$ cat src/rtl/pong_game_engine.sv
// Two-player pong: paddles, round ball, scores and a serve/play/miss/over FSM.
// Everything except rendering and the miss pulse advances once per frame (refr_tick).
module pong_paddle #(
  parameter int MAX_Y      = 480,
  parameter int BAR_X      = 32,
  parameter int BAR_W      = 4,
  parameter int BAR_Y_SIZE = 72,
  parameter int BAR_V      = 4
) (
  input  logic       clk,
  input  logic       reset,
  input  logic       en,
  input  logic       recenter,
  input  logic [1:0] btn,
  input  logic [9:0] pix_x,
  input  logic [9:0] pix_y,
  output logic [9:0] y,
  output logic       on
);
  localparam logic [9:0] Y_INIT = 10'((MAX_Y - BAR_Y_SIZE) / 2);
  localparam logic [9:0] SZ     = 10'(BAR_Y_SIZE);
  localparam logic [9:0] V      = 10'(BAR_V);

  always_ff @(posedge clk) begin
    if (!reset || recenter) y <= Y_INIT;
    else if (en) begin
      if (btn == 2'b10 && (y + SZ - 10'd1) < 10'(MAX_Y - 1 - BAR_V)) y <= y + V;
      else if (btn == 2'b01 && y > V) y <= y - V;
    end
  end

  assign on = (pix_x >= 10'(BAR_X)) && (pix_x <= 10'(BAR_X + BAR_W - 1)) &&
              (pix_y >= y) && (pix_y <= y + SZ - 10'd1);
endmodule

module pong_game_engine #(
  parameter int MAX_X       = 640,
  parameter int MAX_Y       = 480,
  parameter int BAR_L_X     = 32,
  parameter int BAR_R_X     = 600,
  parameter int BAR_W       = 4,
  parameter int BAR_Y_SIZE  = 72,
  parameter int BAR_V       = 4,
  parameter int BALL_V      = 2,
  parameter int WIN_SCORE   = 9,
  parameter int MISS_FRAMES = 60
) (
  input  logic       clk,
  input  logic       reset,
  input  logic       video_on,
  input  logic [1:0] btn_l,
  input  logic [1:0] btn_r,
  input  logic       serve,
  input  logic [9:0] pix_x,
  input  logic [9:0] pix_y,
  output logic [2:0] graph_rgb,
  output logic [3:0] score_l,
  output logic [3:0] score_r,
  output logic       game_over,
  output logic       miss_tick
);
  localparam int         CW     = $clog2(MISS_FRAMES + 1);
  localparam logic [9:0] BX0    = 10'(MAX_X / 2 - 4);
  localparam logic [9:0] BY0    = 10'(MAX_Y / 2 - 4);
  localparam logic [9:0] PV     = 10'(BALL_V);
  localparam logic [9:0] NV     = 10'(-BALL_V);
  localparam logic [9:0] SZ     = 10'(BAR_Y_SIZE);

  typedef enum logic [1:0] {IDLE, PLAY, MISS, OVER} state_t;
  state_t state, state_nxt;

  logic [9:0] ball_x, ball_y, x_delta, y_delta, ball_r, ball_b, x_nxt, y_nxt;
  logic [CW-1:0] miss_cnt;
  logic conc_l;
  logic refr_tick, hit_l_edge, hit_r_edge, bnc_top, bnc_bot, pad_l, pad_r;
  logic score_l_ev, score_r_ev, miss_last, restart;
  logic [1:0][9:0] bar_y;
  logic [1:0][1:0] btn;
  logic [1:0]      pad_on;

  assign refr_tick = (pix_y == 10'(MAX_Y + 1)) && (pix_x == '0);
  assign btn       = {btn_r, btn_l};
  assign restart   = refr_tick && serve && (state == OVER);

  // index 0 = left paddle, 1 = right paddle
  for (genvar i = 0; i < 2; i++) begin : g_pad
    pong_paddle #(
      .MAX_Y(MAX_Y), .BAR_X((i == 0) ? BAR_L_X : BAR_R_X), .BAR_W(BAR_W),
      .BAR_Y_SIZE(BAR_Y_SIZE), .BAR_V(BAR_V)
    ) u_pad (
      .clk(clk), .reset(reset), .en(refr_tick && (state != OVER)),
      .recenter(restart), .btn(btn[i]), .pix_x(pix_x), .pix_y(pix_y),
      .y(bar_y[i]), .on(pad_on[i])
    );
  end

  assign ball_r     = ball_x + 10'd7;
  assign ball_b     = ball_y + 10'd7;
  assign hit_l_edge = ball_x < PV;
  assign hit_r_edge = ball_r > 10'(MAX_X - 1 - BALL_V);
  // bounces only reverse a delta that points into the obstacle, so the ball cannot stick
  assign bnc_top    = (ball_y <= PV) && y_delta[9];
  assign bnc_bot    = (ball_b >= 10'(MAX_Y - 1 - BALL_V)) && !y_delta[9] && (y_delta != '0);
  assign pad_l      = (ball_x >= 10'(BAR_L_X)) && (ball_x <= 10'(BAR_L_X + BAR_W - 1)) &&
                      (ball_b >= bar_y[0]) && (ball_y <= bar_y[0] + SZ - 10'd1) && x_delta[9];
  assign pad_r      = (ball_r >= 10'(BAR_R_X)) && (ball_r <= 10'(BAR_R_X + BAR_W - 1)) &&
                      (ball_b >= bar_y[1]) && (ball_y <= bar_y[1] + SZ - 10'd1) &&
                      !x_delta[9] && (x_delta != '0);
  assign x_nxt      = pad_l ? PV : (pad_r ? NV : x_delta);
  assign y_nxt      = bnc_top ? PV : (bnc_bot ? NV : y_delta);
  assign score_r_ev = refr_tick && (state == PLAY) && hit_l_edge;
  assign score_l_ev = refr_tick && (state == PLAY) && !hit_l_edge && hit_r_edge;
  assign miss_last  = miss_cnt == CW'(MISS_FRAMES - 1);
  assign game_over  = state == OVER;

  always_ff @(posedge clk) begin
    if (!reset) state <= IDLE;
    else        state <= state_nxt;
  end

  always_comb begin
    state_nxt = state;
    case (state)
      IDLE: if (refr_tick && serve) state_nxt = PLAY;
      PLAY: if (score_l_ev || score_r_ev) state_nxt = MISS;
      MISS: if (refr_tick && miss_last)
              state_nxt = (score_l >= 4'(WIN_SCORE) || score_r >= 4'(WIN_SCORE)) ? OVER : IDLE;
      OVER: if (refr_tick && serve) state_nxt = IDLE;
      default: state_nxt = IDLE;
    endcase
  end

  always_ff @(posedge clk) begin
    if (!reset) begin
      ball_x <= BX0; ball_y <= BY0; x_delta <= PV; y_delta <= PV;
      score_l <= '0; score_r <= '0; miss_cnt <= '0; conc_l <= 1'b0; miss_tick <= 1'b0;
    end else begin
      miss_tick <= score_l_ev || score_r_ev;
      if (score_l_ev) begin
        score_l <= (score_l == 4'hF) ? score_l : score_l + 4'd1;
        conc_l  <= 1'b0;
      end
      if (score_r_ev) begin
        score_r <= (score_r == 4'hF) ? score_r : score_r + 4'd1;
        conc_l  <= 1'b1;
      end
      if (refr_tick && state == PLAY && !hit_l_edge && !hit_r_edge) begin
        x_delta <= x_nxt;          y_delta <= y_nxt;
        ball_x  <= ball_x + x_nxt; ball_y  <= ball_y + y_nxt;
      end
      if (refr_tick && state == MISS) begin
        if (miss_last) begin
          miss_cnt <= '0; ball_x <= BX0; ball_y <= BY0;
          x_delta  <= conc_l ? NV : PV; y_delta <= PV;
        end else miss_cnt <= miss_cnt + CW'(1);
      end
      if (restart) begin
        score_l <= '0; score_r <= '0;
      end
    end
  end

  logic [2:0] dx, dy;
  logic [7:0] rom_row;
  logic       ball_on;
  assign dx = 3'(pix_x - ball_x);
  assign dy = 3'(pix_y - ball_y);

  always_comb begin
    rom_row = 8'h3C;
    case (dy)
      3'd0, 3'd7: rom_row = 8'h3C;
      3'd1, 3'd6: rom_row = 8'h7E;
      default:    rom_row = 8'hFF;
    endcase
  end

  assign ball_on = (pix_x >= ball_x) && (pix_x <= ball_r) && (pix_y >= ball_y) &&
                   (pix_y <= ball_b) && rom_row[dx] && (state == IDLE || state == PLAY);

  always_ff @(posedge clk) begin
    if (!reset)          graph_rgb <= 3'b000;
    else if (!video_on)  graph_rgb <= 3'b000;
    else if (pad_on[0])  graph_rgb <= 3'b001;
    else if (pad_on[1])  graph_rgb <= 3'b010;
    else if (ball_on)    graph_rgb <= 3'b100;
    else                 graph_rgb <= (state == OVER) ? 3'b111 : 3'b110;
  end
endmodule
$ cat config.mk
export PLATFORM = sky130hd
export DESIGN_NAME = pong_game_engine
export DESIGN_NICKNAME = d
export VERILOG_FILES = /design/src/rtl/pong_game_engine.sv
export SDC_FILE = /design/constraint.sdc
export NUM_CORES = 1
export LEC_CHECK = 0
export BUFFER_PORTS_ARGS = -buffer_cell sky130_fd_sc_hd__buf_2
export CAP_MARGIN = 20
export CORE_MARGIN = 8
export CORE_UTILIZATION = 40
export DETAILED_ROUTE_END_ITERATION = 7
export PLACE_DENSITY = 0.61
export SLEW_MARGIN = 10
export SYNTH_ARGS = -nofsm -noshare
export SYNTH_HDL_FRONTEND = slang
export SYNTH_SLANG_ARGS = --single-unit
$ cat constraint.sdc
create_clock -name clk -period 5 [get_ports clk]
set_clock_uncertainty 0.2 [all_clocks]
set_input_delay 1 -clock clk [delete_from_list [all_inputs] [get_ports clk]]
set_output_delay 1 -clock clk [all_outputs]
set_load 0.05 [all_outputs]
==> impl_metrics.py, run 1 <==
metrics = {
    "logic_synthesis": {
        "syn_avg_cell_area_sq_um": 8.19,
        "yosysMostFrequentCell": "ha_1",
        "yosysWarnings": 0,
        "synth_area_leaders": "ha_1, dfxtp_1, xnor2_1, a21oi_1, nor2_1",
        "async_reset_ff_frac": 0,
        "synth_edf_count": 0,
        "synth-main-ff-cell": "dfxtp_1",
        "synthDistinctLibCells": 82,
        "synth_common_cells": "ha_1, nor2_1, dfxtp_1, inv_1, a21oi_1",
        "synth_nets": 1136,
        "postSynthCellCount": 959,
        "synth_top_cell_area_share": 0.231,
        "syn_area_sq_mm": 0.00786,
        "yosysSeqAreaShare": 0.196,
        "synth_area_leader_cell": "ha_1",
        "ys_seq_elements": 77,
    },
    "floorplan": {
        "row_count": 51,
        "core_area_sq_mm": 0.0194,
        "die_w_um": 156,
        "boundaryPins": 41,
        "die_h_um": 156,
        "floorplan.initialDensity": 0.405,
        "die_area_sq_mm": 0.0244,
    },
    "grt": {
        "grt_max_degree": 17,
        "grtUsageMet3": 0.0252,
        "grt_overflow": 0,
        "track_usage": 0.192,
        "grtUsageMet2": 0.326,
        "grtUsageMet1": 0.240,
        "busiest_layer": "met2",
        "grt_pass1_wl_mm": 37.1,
        "antenna_found_initial": 0,
        "grt_pass1_vias": 7019,
    },
    "setup_path": {
        "crit_fanout": 4,
        "arrival_ns": 4.89,
        "ff2ff_setup_slack_ns": 0.18,
        "cp_slowest_cell": "or4_1",
        "path_common_cell": "ha_1",
        "path_delay_family": "simple AND/OR/NAND/NOR gates",
        "startpoint_type": "flip-flop",
        "cp-end-kind": "flip-flop",
        "cp_num_buf_inv": 1,
        "worst-endpoint-required_ns": 5.07,
        "setup.worst_path.class": "reg -> reg",
        "path_cells": "inv_1 > ha_2 > nand2b_1 > and3_4 > or2_4 > ha_1 > o21ai_0 > a31oi_1 > o41ai_2 > o21ai_2 > nand3_2 > nand2_2 > or2_2 > ha_1 > a21oi_2 > o211ai_1 > or4_1 > o311ai_2 > o21ai_1 > xor2_1 > or3_1 > a21oi_1",
        "slowest_delay_ns": 0.56,
    },
    "detailed_routing": {
        "wl_per_cell_um": 17.5,
        "vias": 7320,
        "drt_iter0_markers": 445,
        "dr.pass1.iters": 5,
        "drtAntennaViolNets": 0,
        "viasPerCell": 5.52,
        "wl_mm": 23.2,
        "drc_errors": 0,
    },
    "clocking": {
        "clk_pin_slew_worst_paths_ns": 0.07,
        "cts.sinks": 77,
        "cts_inserted_buffers": 9,
        "root_buffer": "clkbuf_16",
        "htree_levels": 3,
        "holdBufCountCts": 0,
        "tritoncts": "done",
        "clk_path_buf_depth": 2,
        "clock_latency_ns": 0.35,
    },
    "timing": {
        "min_period_over_period": 0.964,
        "worst_slack_ns": 0.181,
        "tightest_slew_ns": 1.05,
        "slew_violations": 0,
        "setup_viol": 0,
        "hold_violations": 0,
        "maxSlewHeadroom": 0.291,
        "period_needed_ns": 4.82,
        "max_freq_mhz": 208,
    },
    "flow_run": {
        "maxCapViolCount": 0,
    },
    "layout": {
        "area_delta_synth_final_pct": 17.6,
        "multi_input_area_sq_mm": 0.00602,
        "register_area_sq_mm": 0.00155,
        "antenna_cells": 0,
        "post-route-util": 0.476,
        "final_nets": 1233,
        "drive_gt1_frac": 0.177,
        "fillers": 1938,
    },
    "worst_hold_path": {
        "hp-class": "reg -> reg",
    },
    "status": {
        "status": "completed",
    },
    "power": {
        "p_leak_uw": 0.00394,
        "power.density_mw_per_mm2": 156,
        "ir_drop_mv": 0.116,
        "total_power_uw": 1440,
    },
    "place": {
        "globalplace.congestion": 0.946,
        "io_buffers": 40,
        "dp_hpwl_mm": 18.7,
        "post-place-ws_ns": 0.144,
    },
}
layout by cell type, fill, tap and decap left out, types with 14 or more instances in the layout:
master	Yosys	routed
a21o_1	15	15
a21oi_1	61	59
buf_2	8	40
buf_4	1	69
dfxtp_1	77	68
ha_1	145	141
inv_1	77	77
nand2_1	53	52
nand3_1	38	36
nand4_1	27	27
nor2_1	79	79
nor2b_1	20	20
nor3_1	18	17
o211ai_1	25	25
o21a_1	32	32
o21ai_0	39	36
or3_1	14	14
xnor2_1	49	44
cell families (layout without fill, tap and decap cells):
kind of cell,Yosys count,count (layout),synth area share
xor gates and xnor gates,58,58,0.0647
DFF,77,77,0.196
adders and majority gates,149,149,0.241
muxes,13,13,0.0170
and+or+nand+nor,315,315,0.212
buffers and inverters,102,204,0.0545
AOI/OAI and AO/OA,245,245,0.214
stage by stage:
| stage | cell area [sq um] | hold slack (ns) | cells | TNS [ns] |
|---|---|---|---|---|
| floorplan | 7860 | 0.230 | 959 | 0 |
| global route | 9240 | 0.273 | 1326 | -0.208 |
| CTS | 9040 | 0.259 | 1320 | 0 |
| detailed placement | 8730 | 0.244 | 1304 | 0 |
| global placement | 8730 | 0.249 | 1304 | 0 |
| finish | 9240 | 0.258 | 1326 | 0 |
what timing repair did:
item | CTS | global route
gates resized for setup | 0 | 41
setup endpoints to repair | 0 | 3
setup buffers | 0 | 6
endpoints found under the hold margin | 0 | 0
where the power goes:
part           internal [uW]  leakage (uW)  switching (uW)  total, uW
Combinational           51.8       0.00317            74.8        127
Clock                    417      0.000149             284        701
Sequential               614      0.000623           0.206        614
Total                   1080       0.00394             359       1440
worst paths after layout:
kind,start,cells past startpoint,end
worst min-delay path,x_delta[1]$_SDFF_PN1_,1,x_delta[1]$_SDFF_PN1_
worst min register to register,x_delta[1]$_SDFF_PN1_,1,x_delta[1]$_SDFF_PN1_
worst max-delay path,ball_y[0]$_SDFF_PN0_,22,ball_x[9]$_SDFF_PN0_
worst max register to register,ball_y[0]$_SDFF_PN0_,22,ball_x[9]$_SDFF_PN0_
registers in the layout, summed over array words and instances, names as in the netlist:
name           cells
ball_x            10
ball_y            10
conc_l             1
g_pad.u_pad.y     16
graph_rgb          3
miss_cnt           6
miss_tick          1
score_l            4
score_r            4
state              2
x_delta           10
y_delta           10
metal layers:
layer	share of wire	up-vias
li1	-	3712
met1	0.45	3402
met2	0.47	152
met3	0.039	54
met4	0.041	0
met5	0	-
layout make-up:
cell class | count | area share
timing repair buffer | 110 | 0.0790
multi-input combinational | 780 | 0.652
clock inverter | 4 | 0.00596
sequential | 77 | 0.168
inverter | 78 | 0.0317
tap | 265 | 0.0359
clock buffer | 12 | 0.0278
(Power assumes the default switching activity.)
==> run 2, diff against run 1 <==
- PLACE_DENSITY: 0.61 -> 0.59
- clock period: 5 -> 5.1 ns (I/O delays scaled with it)
==> impl_metrics.py, run 2 (same netlist as run 1, synthesis figures left out) <==
metrics = {
    "layout": {
        "final_cells": 1298,
        "final_nets": 1205,
        "drive_gt1_frac": 0.139,
        "final_cell_mix": "ha_1, nor2_1, inv_1",
        "largest-register": "g_pad.u_pad.y",
        "post-route-util": 0.463,
        "layout_commonest_cell": "ha_1",
        "largest_reg_flops": 16,
        "area_delta_synth_final_pct": 14.2,
        "antenna_cells": 0,
    },
    "grt": {
        "grt_overflow": 0,
        "busiest_layer": "met2",
        "grtUsageMet1": 0.240,
        "grt_pass1_vias": 6740,
        "antenna_found_initial": 0,
        "grt_pass1_wl_mm": 36.4,
        "grtUsageMet2": 0.316,
        "grt_max_degree": 37,
        "grtUsageMet3": 0.0294,
        "track_usage": 0.192,
    },
    "setup_path": {
        "arrival_ns": 4.86,
        "critical_path.endpoint": "ball_x[9]$_SDFF_PN0_",
        "regToRegEndpoint": "ball_x[9]$_SDFF_PN0_",
        "rr_startpoint": "g_pad[0].u_pad.y[5]$_SDFFE_PP0P_",
        "ff2ff_setup_slack_ns": 0.31,
        "r2r_cells": 19,
        "crit_start": "g_pad[0].u_pad.y[5]$_SDFFE_PP0P_",
        "startpoint_type": "flip-flop",
        "setup.worst_path.class": "reg -> reg",
        "worst-endpoint-required_ns": 5.17,
        "cp-end-kind": "flip-flop",
        "crit_fanout": 9,
    },
    "clocking": {
        "root_buffer": "clkbuf_16",
        "clk_path_buf_depth": 2,
        "holdBufCountCts": 0,
        "clk_pin_slew_worst_paths_ns": 0.07,
        "cts_inserted_buffers": 9,
        "tritoncts": "done",
        "cts.sinks": 77,
        "htree_levels": 3,
        "clock_latency_ns": 0.35,
        "cts_setup_buffers": 0,
    },
    "detailed_routing": {
        "dr.pass1.iters": 6,
        "viasPerCell": 5.48,
        "drt_iter0_markers": 354,
        "drtAntennaViolNets": 0,
        "drc_errors": 0,
        "vias": 7117,
        "wl_mm": 23.0,
        "wl_per_cell_um": 17.7,
    },
    "timing": {
        "min_period_over_period": 0.938,
        "hold_slack_ns": 0.261,
        "slew_violations": 0,
        "maxSlewHeadroom": 0.571,
        "setup_viol": 0,
        "worst_slack_ns": 0.314,
        "hold_violations": 0,
        "max_freq_mhz": 209,
        "period_needed_ns": 4.79,
        "tightest_slew_ns": 0.643,
    },
    "place": {
        "globalplace.congestion": 0.953,
        "place_inst": 1282,
        "post-place-ws_ns": 0.0860,
        "dp_hpwl_mm": 18.4,
        "io_buffers": 40,
    },
    "floorplan": {
        "floorplan.initialDensity": 0.405,
        "die_w_um": 156,
        "core_area_sq_mm": 0.0194,
        "boundaryPins": 41,
        "die_area_sq_mm": 0.0244,
        "die_h_um": 156,
        "row_count": 51,
    },
    "worst_hold_path": {
        "hp-class": "reg -> reg",
        "hold_path.startpoint": "x_delta[0]$_SDFF_PN0_",
    },
    "flow_run": {
        "maxCapViolCount": 0,
    },
    "status": {
        "status": "completed",
    },
    "power": {
        "ir_drop_mv": 0.163,
        "p_leak_uw": 0.00380,
        "power.density_mw_per_mm2": 162,
    },
}
[run 2: cell types whose count changed in the layout (fill, tap and decap cells not counted), sizes merged]
cell and change:
clkinvlp -1, buf -28, clkinv +3, bufinv +1, clkbuf -3
[run 2: cell type report]
type	count	area [sq um]
clock buffers	9	225
well taps	265	332
fillers	1944	10400
multi-input cells	780	5950
clock inverters	7	98.8
repair buffers	82	528
flip-flops and latches	77	1550
inverters	78	293
[run 2: worst min-delay path by stage]
stage | end | cells after the start
after floorplan | x_delta[1]$_SDFF_PN1_ | 1
after global placement | x_delta[1]$_SDFF_PN1_ | 1
after detailed placement | x_delta[0]$_SDFF_PN0_ | 2
after CTS | x_delta[0]$_SDFF_PN0_ | 2
after global routing | x_delta[1]$_SDFF_PN1_ | 1
final | x_delta[0]$_SDFF_PN0_ | 2
[run 2: repair_timing]
item,4_1_cts,5_1_grt
gates resized for setup,0,23
endpoints found under the setup margin,0,2
endpoints found under the hold margin,0,0
[run 2: critical path, cell delays in order (launching register included)]
cell	delay [ns]
dfxtp_1	0.48
and4_1	0.31
nor2_1	0.07
xnor2_1	0.26
ha_1	0.31
a211oi_1	0.25
o211ai_1	0.12
o211ai_1	0.38
nand4_1	0.21
buf_4	0.21
o21a_1	0.11
ha_1	0.32
nand3_1	0.10
o211ai_1	0.10
or4_1	0.42
o311ai_2	0.11
o21ai_1	0.11
xor2_1	0.15
or3_1	0.33
a21oi_1	0.14
[run 2: power by group]
| group | leakage, uW | total (uW) | internal, uW | switching, uW |
|---|---|---|---|---|
| clock | 0.000161 | 728 | 433 | 295 |
| combinational | 0.00302 | 127 | 50.6 | 76.0 |
| sequential | 0.000623 | 602 | 602 | 0.230 |
[run 2: per-layer routing]
layer / vias up / wire (um)
li1: 3645 / -
met1: 3276 / 10300
met2: 144 / 10700
met3: 52 / 982
met4: 0 / 1010
met5: - / 0
[run 2: stage by stage]
step / TNS, ns / instance area [sq um] / total power, uW
global placement: 0 / 8580 / 742
global route: -0.00829 / 8970 / 1520
CTS: 0 / 8900 / 1470
detailed placement: 0 / 8580 / 742
floorplan: 0 / 7860 / 691
finish: 0 / 8970 / 1460
